[src/rtl/int_ctrl_pkg.sv]
// Shared types and constants for the interrupt controller.
// Imported by the controller top and its edge-detect front end.
package int_ctrl_pkg;

  typedef enum logic [1:0] {
    IDLE,
    REQ,
    SERV
  } state_t;

  localparam logic [1:0] ADDR_MASK  = 2'd0;
  localparam logic [1:0] ADDR_PEND  = 2'd1;
  localparam logic [1:0] ADDR_INSVC = 2'd2;
  localparam logic [1:0] ADDR_VBASE = 2'd3;

  localparam int ID_W = 5;

endpackage

[src/rtl/irq_sync_edge.sv]
// Two-flop synchroniser plus a third flop for rising-edge detect.
// One pulse per rising edge of each asynchronous input line.
module irq_sync_edge #(
  parameter int W = 8
) (
  input  logic         clk,
  input  logic         rst,
  input  logic [W-1:0] d,
  output logic [W-1:0] rise
);

  logic [W-1:0] s1;
  logic [W-1:0] s2;
  logic [W-1:0] s3;

  always_ff @(posedge clk or negedge rst) begin
    if (!rst) begin
      s1 <= '0;
      s2 <= '0;
      s3 <= '0;
    end else begin
      s1 <= d;
      s2 <= s1;
      s3 <= s2;
    end
  end

  assign rise = s2 & ~s3;

endmodule

[src/rtl/int_controller.sv]
// Interrupt controller: pending/mask/in-service registers, priority
// select and the INT/inta/eoi handshake supplying a handler vector.
module int_controller
  import int_ctrl_pkg::*;
#(
  parameter int NSRC       = 8,
  parameter int VEC_STRIDE = 4
) (
  input  logic            clk,
  input  logic            rst,
  input  logic [NSRC-1:0] irq,
  input  logic            inta,
  input  logic            eoi,
  input  logic            cfg_we,
  input  logic [1:0]      cfg_addr,
  input  logic [31:0]     cfg_wdata,
  output logic [31:0]     cfg_rdata,
  output logic            INT,
  output logic [31:0]     vec,
  output logic [ID_W-1:0] irq_id
);

  state_t state;

  logic [NSRC-1:0] mask;
  logic [NSRC-1:0] pend;
  logic [NSRC-1:0] insvc;
  logic [31:0]     vbase;

  logic [NSRC-1:0] rise;
  logic [NSRC-1:0] req;
  logic [NSRC-1:0] cur_oh;
  logic [NSRC-1:0] w1c;
  logic [NSRC-1:0] take_oh;
  logic [NSRC-1:0] done_oh;
  logic [ID_W-1:0] win_id;
  logic            any_req;
  logic            cur_req;
  logic            take;
  logic            done;

  irq_sync_edge #(
    .W (NSRC)
  ) u_sync (
    .clk  (clk),
    .rst  (rst),
    .d    (irq),
    .rise (rise)
  );

  assign req     = pend & mask;
  assign any_req = |req;

  // Lowest index wins: scan high to low so the last hit sticks.
  always_comb begin
    win_id = '0;
    for (int i = NSRC - 1; i >= 0; i--) begin
      if (req[i]) win_id = ID_W'(i);
    end
  end

  always_comb begin
    cur_oh = '0;
    for (int i = 0; i < NSRC; i++) begin
      cur_oh[i] = (irq_id == ID_W'(i));
    end
  end

  assign cur_req = |(req & cur_oh);
  assign take    = (state == REQ) && inta;
  assign done    = (state == SERV) && eoi;
  assign take_oh = take ? cur_oh : '0;
  assign done_oh = done ? cur_oh : '0;

  assign w1c = (cfg_we && cfg_addr == ADDR_PEND)
             ? cfg_wdata[NSRC-1:0] : '0;

  // A fresh edge is OR-ed in last so it beats both clears.
  always_ff @(posedge clk or negedge rst) begin
    if (!rst) begin
      mask  <= '0;
      pend  <= '0;
      insvc <= '0;
      vbase <= '0;
    end else begin
      pend  <= (pend & ~w1c & ~take_oh) | rise;
      insvc <= (insvc | take_oh) & ~done_oh;
      if (cfg_we && cfg_addr == ADDR_MASK)
        mask <= cfg_wdata[NSRC-1:0];
      if (cfg_we && cfg_addr == ADDR_VBASE)
        vbase <= {cfg_wdata[31:2], 2'b00};
    end
  end

  always_ff @(posedge clk or negedge rst) begin
    if (!rst) begin
      state  <= IDLE;
      INT    <= 1'b0;
      vec    <= '0;
      irq_id <= '0;
    end else begin
      unique case (state)
        IDLE: begin
          if (any_req) begin
            irq_id <= win_id;
            vec    <= vbase
                    + 32'(win_id) * 32'(VEC_STRIDE);
            INT    <= 1'b1;
            state  <= REQ;
          end
        end
        REQ: begin
          if (inta) begin
            INT   <= 1'b0;
            state <= SERV;
          end else if (!cur_req) begin
            INT   <= 1'b0;
            state <= IDLE;
          end
        end
        SERV: begin
          if (eoi) state <= IDLE;
        end
        default: begin
          INT   <= 1'b0;
          state <= IDLE;
        end
      endcase
    end
  end

  always_ff @(posedge clk or negedge rst) begin
    if (!rst) begin
      cfg_rdata <= '0;
    end else begin
      unique case (cfg_addr)
        ADDR_MASK:  cfg_rdata <= 32'(mask);
        ADDR_PEND:  cfg_rdata <= 32'(pend);
        ADDR_INSVC: cfg_rdata <= 32'(insvc);
        ADDR_VBASE: cfg_rdata <= vbase;
        default:    cfg_rdata <= '0;
      endcase
    end
  end

endmodule
[config.mk]
export PLATFORM = sky130hd
export DESIGN_NAME = int_controller
export DESIGN_NICKNAME = d
export VERILOG_FILES = /design/src/rtl/int_ctrl_pkg.sv /design/src/rtl/irq_sync_edge.sv /design/src/rtl/int_controller.sv
export SDC_FILE = /design/constraint.sdc
export NUM_CORES = 1
export LEC_CHECK = 0
export ABC_AREA = 1
export BUFFER_PORTS_ARGS = -buffer_cell sky130_fd_sc_hd__buf_2
export CAP_MARGIN = 15
export CORE_ASPECT_RATIO = 1.2
export CORE_MARGIN = 2
export CORE_UTILIZATION = 40
export CTS_CLUSTER_SIZE = 24
export DETAILED_ROUTE_END_ITERATION = 6
export SLEW_MARGIN = 20
export SYNTH_ARGS = -nofsm -noshare
export SYNTH_HDL_FRONTEND = slang
export SYNTH_SLANG_ARGS = --single-unit
[constraint.sdc]
create_clock -name clk -period 5.89 [get_ports clk]
set_input_delay 0.589 -clock clk [delete_from_list [all_inputs] [get_ports clk]]
set_output_delay 0.589 -clock clk [all_outputs]
set_load 0.005 [all_outputs]
Yosys cells after proc, flatten, opt, wreduce, memory -nomap -nowiden
Cells that the tools add are included.
{ "word_totals": {"regBits": 150, "latch_bits": 0, "mem_bits_rw": 0, "romBits": 0, "out_inout_bits": 70, "wordCells": 75, "memories": 0} }
{ "classes": {"addsub": 1, "multipliers": 0, "n_div": 0, "magnitude_cmp": 0, "eq_ne": 15, "shifts": 0, "mux": 21, "bitwise": 13, "reduce_logical": 13} }
{ "op_table": {"columns": ["cell", "count"], "rows": [
  ["32-bit one-hot mux with 4 select lines", 1],
  ["8-bit bitwise AND", 6],
  ["32-bit by 7-bit adder with 32-bit output", 1],
  ["8-bit inverter", 4],
  ["8-bit 2-to-1 mux", 3],
  ["5-bit by 3-bit equality test with 1-bit output (second input constant)", 4],
  ["5-bit 2-to-1 mux", 4],
  ["8-bit bitwise OR", 2],
  ["8-bit OR reduction", 2],
  ["3-bit 2-to-1 mux", 4],
  ["5-bit by 2-bit equality test with 1-bit output (second input constant)", 2],
  ["2-bit 2-to-1 mux", 4],
  ["2-bit equality test (second input constant)", 3],
  ["2-bit one-hot mux with 3 select lines", 1],
  ["3-bit AND reduction", 2],
  ["5-bit by 1-bit equality test with 1-bit output (second input constant)", 1],
  ["1-bit logical AND", 5],
  ["5-bit logical NOT", 1],
  ["2-bit by 1-bit equality test with 1-bit output (second input constant)", 2],
  ["2-bit logical NOT", 2],
  ["2-bit inequality test (second input constant)", 2],
  ["1-bit 2-to-1 mux", 3],
  ["3-bit inequality test (second input constant)", 1],
  ["1-bit one-hot mux with 3 select lines", 1],
  ["other kinds (2)", 2]
]} }

Depth between registers and ports, before layout
{ "depth": {"depth_word": 10, "ltp_mapped": 19, "depth_no_buf": 19} }

Hierarchy
From an unflattened synthesis, not the netlist that was laid out.
{ "hier_totals": {"cells_unflattened": 758, "hier_area_um2": 6476.2} }
{ "by_module_without_submodules": {"columns": ["mod", "n_inst", "cells_each", "area_each_um2", "seq_area_each_um2"], "rows": [
  ["int_controller", 1, 718, 5795.6, 3052.9],
  ["irq_sync_edge", 1, 40, 680.7, 600.6]
]} }

Worst setup path before layout
Ideal clock, no wire load.
{ "synth_timing": {"path_type": "flip-flop to flip-flop", "from": "register mask[7]", "to": "register vec[30]", "setup_ns": 0.116, "arrival_time_ns": 2.138, "setup_slack_ns": 3.635, "path_stages_with_launch": 20, "path_buffers": 0, "synth_period_minus_slack_ns": 2.255, "path_cell_list": "dfrtp_1 -> nand2_1 -> inv_1 -> nand2_1 -> nand2_1 -> nand2_1 -> nand2_1 -> nand2_1 -> a21oi_1 -> ha_1 -> inv_1 -> fa_1 -> o21ai_4 -> inv_4 -> nor2_8 -> nand2_2 -> nand2_1 -> nand2_1 -> nand2_1 -> nand2_1"} }
{ "synth_between": {"elab_chain_cells": 10} }
{ "synth_rtl": {"columns": ["element", "line_no", "rtl"], "rows": [
  ["from (decl)", "int_controller.sv:25", "logic [NSRC-1:0] mask;"],
  ["from (signal assigned)", "int_controller.sv:89", "mask <= cfg_wdata[NSRC-1:0];"],
  ["8-bit bitwise AND", "int_controller.sv:51", "assign req = pend & mask;"],
  ["3-bit 2-to-1 mux (4 in series)", "int_controller.sv:58", "if (req[i]) win_id = ID_W'(i);"],
  ["5-bit 2-to-1 mux (4 in series)", "int_controller.sv:58", null],
  ["via win_id[0]", "int_controller.sv:36", "logic [ID_W-1:0] win_id;"],
  ["32-bit by 7-bit adder with 32-bit output", "int_controller.sv:107", "+ 32'(win_id) * 32'(VEC_STRIDE);"],
  ["to (signal assigned)", "int_controller.sv:106", "vec <= vbase"],
  ["to (decl)", "int_controller.sv:19", "output logic [31:0] vec,"]
]} }
The timed path passes the listed nets, and every way through them passes these cells.
A chain may end at the register's enable or synchronous reset.

Worst setup path in the final report
{ "layout_timing": {"from": "register mask[7]", "to": "register vec[14]"} }
The elaborated chain is that of the path after synthesis.

==> impl_metrics.env <==
export IMPL_tightest_slew_ps=1060
export IMPL_synth_edf_count=0
export IMPL_cp_num_buf_inv=3
export IMPL_cp_start_kind="flop"
export IMPL_synth_top_cell_area_share=0.573
export IMPL_fin_cells=1077
export IMPL_synth_top_family_by_area="simple AND/OR/NAND/NOR gates"
export IMPL_seq_power_share=0.424
export IMPL_worstSetupEndpointType="flop"
export IMPL_placed_cells=1048
export IMPL_critical_path_max_stage_delay_ps=460
export IMPL_fmax_ghz=0.373
export IMPL_crit_path_top_delay_cell="fa_1"
export IMPL_grt_max_degree=82
export IMPL_pre_cts_slack_ps=3250
export IMPL_ant_nets=0
export IMPL_synth_fa_ha_area_frac=0.00903
export IMPL_grt_use_total=0.201
export IMPL_synth_most_common_cell="nand2_1"
export IMPL_cts_sinks=146
export IMPL_slew_headroom=0.294
export IMPL_hold_viol=0
export IMPL_synthToLayoutAreaGrowth_pct=20.0
export IMPL_rsz0062_at_grt="no"
export IMPL_p_clk_frac=0.308
export IMPL_vias=5134
export IMPL_swShare=0.342
export IMPL_maxSlewViolCount=0
export IMPL_ctsHoldBuffers=0
export IMPL_final_nets=910
export IMPL_outcome="finished clean"
export IMPL_pwr_share_comb=0.268
export IMPL_synth_flop_cell="dfrtp_1"
export IMPL_synth_largest_area_cell="dfrtp_1"
export IMPL_cts_buffers=17
export IMPL_async_flop_share=1.00
export IMPL_routedWlPerCell_um=15.0
export IMPL_post_cts_buffers=0
export IMPL_final_layout_size_suffix_gt1_frac=0.189
export IMPL_ys_seq_elements=146
export IMPL_reg2reg_from="mask[7]"
export IMPL_min_path_type="in2async"
export IMPL_synth_compound_area_share=0.0736
export IMPL_place_congestion=0.877
export IMPL_powerDensity_nw_per_um2=437
export IMPL_drt_iter0_markers=284
export IMPL_top_level_ports=117
export IMPL_layout_min_cycle_time_ps=2680
export IMPL_cts_tree="done"
export IMPL_yosys_cell_types_count=36
export IMPL_portBuffers=112
export IMPL_core_area_sq_um=15600
export IMPL_synth_commonest_cells="nand2_1, dfrtp_1, nor2_1, inv_1, nand3_1"
export IMPL_place_area_sq_um=7090
export IMPL_cts_max_level=4
export IMPL_vias_per_cell=4.77
export IMPL_postLayoutCoreUtil=0.491
export IMPL_synth_xor_area_frac=0.00962
export IMPL_reg2reg_depth=17
export IMPL_worst_path_max_fanout=9
export IMPL_fp_row_count=50
export IMPL_drc=0
export IMPL_first_global_vias=5058
export IMPL_switchingPower_mw=1.15
export IMPL_syn_area_per_cell_sq_um=8.52
export IMPL_synth_seq_area_share=0.573
export IMPL_timing_final_ws_setup_ps=3210
export IMPL_drtPass1Iterations=6
export IMPL_clk_path_buf_depth=2
export IMPL_clk_latency_ps=420
export IMPL_fin_skew_ps=7.73
export IMPL_period_share=0.455
export IMPL_muxShareOfSynthArea=0
export IMPL_cp_top_family="adder cells"
export IMPL_synth_area_leaders="dfrtp_1, nand2_1, nor2_1"
export IMPL_die_w_um=119
export IMPL_tns_ps=0
export IMPL_cp_arrival_ps=2980
export IMPL_worstReg2RegEnd="vec[14]"
export IMPL_peakVddDrop_mv=0.194
export IMPL_die_area_sq_um=17000
export IMPL_crit_path_cell_trace="nand2_1, inv_1, nand2_1, nand2_1, nand2_1, nand2_1, nand2_1, a21oi_1, ha_1, inv_1, fa_1, o21ai_4, inv_4, nor2_8, a21oi_1, o21ai_0, nand2_1"
export IMPL_path_common_cell="nand2_1"
export IMPL_setup_viol=0
export IMPL_grt_first_pass_wirelength_um=26000
export IMPL_yosys_warnings=0
export IMPL_hold_worst_slack_ps=153
export IMPL_cts_root_buf="clkbuf_16"
export IMPL_clk_pin_slew_worst_paths_ps=60
export IMPL_yosys_area_share_simple=0.272
export IMPL_die_y_um=142
export IMPL_cts_resized_gates=0
export IMPL_fillCellCount=1562
export IMPL_globalRouteOverflowTotal=0
export IMPL_antenna_found_initial=0
export IMPL_final_area_sq_um=7650
export IMPL_power_mw=3.35
export IMPL_r2r_setup_slack_ps=3210
export IMPL_power_internal_mw=2.20
export IMPL_antennaDiodeCount=0
export IMPL_syn_cell_area_sq_um=6380
export IMPL_worstPathRequired_ps=6190
export IMPL_hpwl_um=11500
export IMPL_critical_path_class="reg2reg"
export IMPL_initial_core_util=0.409
export IMPL_synth_cells=748
export IMPL_max_cap_viol_count=0
export IMPL_totalWireLength_um=16200
export IMPL_power_leakage_nw=4.01
-- metal layers --
layer	track usage	vias up	part of all wire
met1	0.234	2418	0.43
met2	0.363	103	0.52
met4	0.0683	0	0.018
met5	0	-	0
li1	-	2586	-
met3	0.0457	27	0.034
-- sequential cells by signal, indices dropped and copies added, names as in the netlist --
signal and flops:
cfg_rdata 32, vbase 30, vec 30, insvc 8, mask 8, pend 8
u_sync.s1 8, u_sync.s2 8, u_sync.s3 8, irq_id 3, state 2, INT 1
-- power groups by stage --
stage | clock, mW | sequential (mW) | combinational [mW]
2_1_floorplan | 0 | 1.40 | 0.591
5_1_grt | 1.10 | 1.45 | 1.03
3_5_place_dp | 0 | 1.44 | 0.911
6_report | 1.03 | 1.42 | 0.898
3_3_place_gp | 0 | 1.43 | 0.904
4_1_cts | 1.05 | 1.42 | 0.918
-- layout make-up --
type / instances / area (sq um) / area share
Sequential cell: 146 / 3650 / 0.477
Timing Repair Buffer: 113 / 578 / 0.0755
Tap cell: 208 / 260 / 0.0340
Inverter: 69 / 262 / 0.0342
Clock inverter: 9 / 111 / 0.0145
Multi-Input combinational cell: 512 / 2340 / 0.306
Clock buffer: 20 / 447 / 0.0584
-- worst reg2reg max path: cells and delay by family, from the launching register on --
family,cells,cell delay [ps]
AOI/OAI and AO/OA,4,680
and+or+nand+nor,8,600
DFF,1,370
adders and majority gates,2,680
buffers and inverters,3,220
-- cell families after synthesis --
family	count (synthesis)
XOR/XNOR	7
AO/OA/AOI/OAI	86
other	1
flip-flops	146
buffers and inverters	93
adder cells (fa/ha/maj)	4
AND/OR/NAND/NOR	411
-- worst max-delay path by stage --
stage               startpoint  endpoint  slack [ps]  depth (start not counted)
floorplan              mask[7]   vec[30]        3640                         19
global placement       mask[6]   vec[30]        3270                         18
detailed placement     mask[7]   vec[14]        3250                         17
CTS                    mask[7]   vec[14]        3200                         17
global route           mask[6]   vec[14]        2960                         16
finish                 mask[7]   vec[14]        3210                         17
-- cells in the final DEF, fill, tap and decap left out, drive strengths merged --
| cell | Yosys | layout |
|---|---|---|
| a21oi | 32 | 32 |
| a31o | 1 | 1 |
| a31oi | 6 | 6 |
| and3 | 1 | 1 |
| buf | 21 | 113 |
| bufinv | 0 | 2 |
| clkbuf | 3 | 20 |
| clkinv | 0 | 5 |
| clkinvlp | 0 | 2 |
| conb | 1 | 4 |
| dfrtp | 146 | 146 |
| fa | 1 | 1 |
| ha | 3 | 3 |
| inv | 69 | 69 |
| nand2 | 236 | 236 |
| nand3 | 38 | 38 |
| nand3b | 4 | 4 |
| nand4 | 6 | 6 |
| nor2 | 115 | 115 |
| nor3 | 5 | 5 |
| nor4 | 6 | 6 |
| o2111ai | 1 | 1 |
| o21ai | 37 | 37 |
| o22ai | 8 | 8 |
| o31ai | 1 | 1 |
| xnor2 | 2 | 2 |
| xor2 | 5 | 5 |
Power figures use the tool's default switching activity.
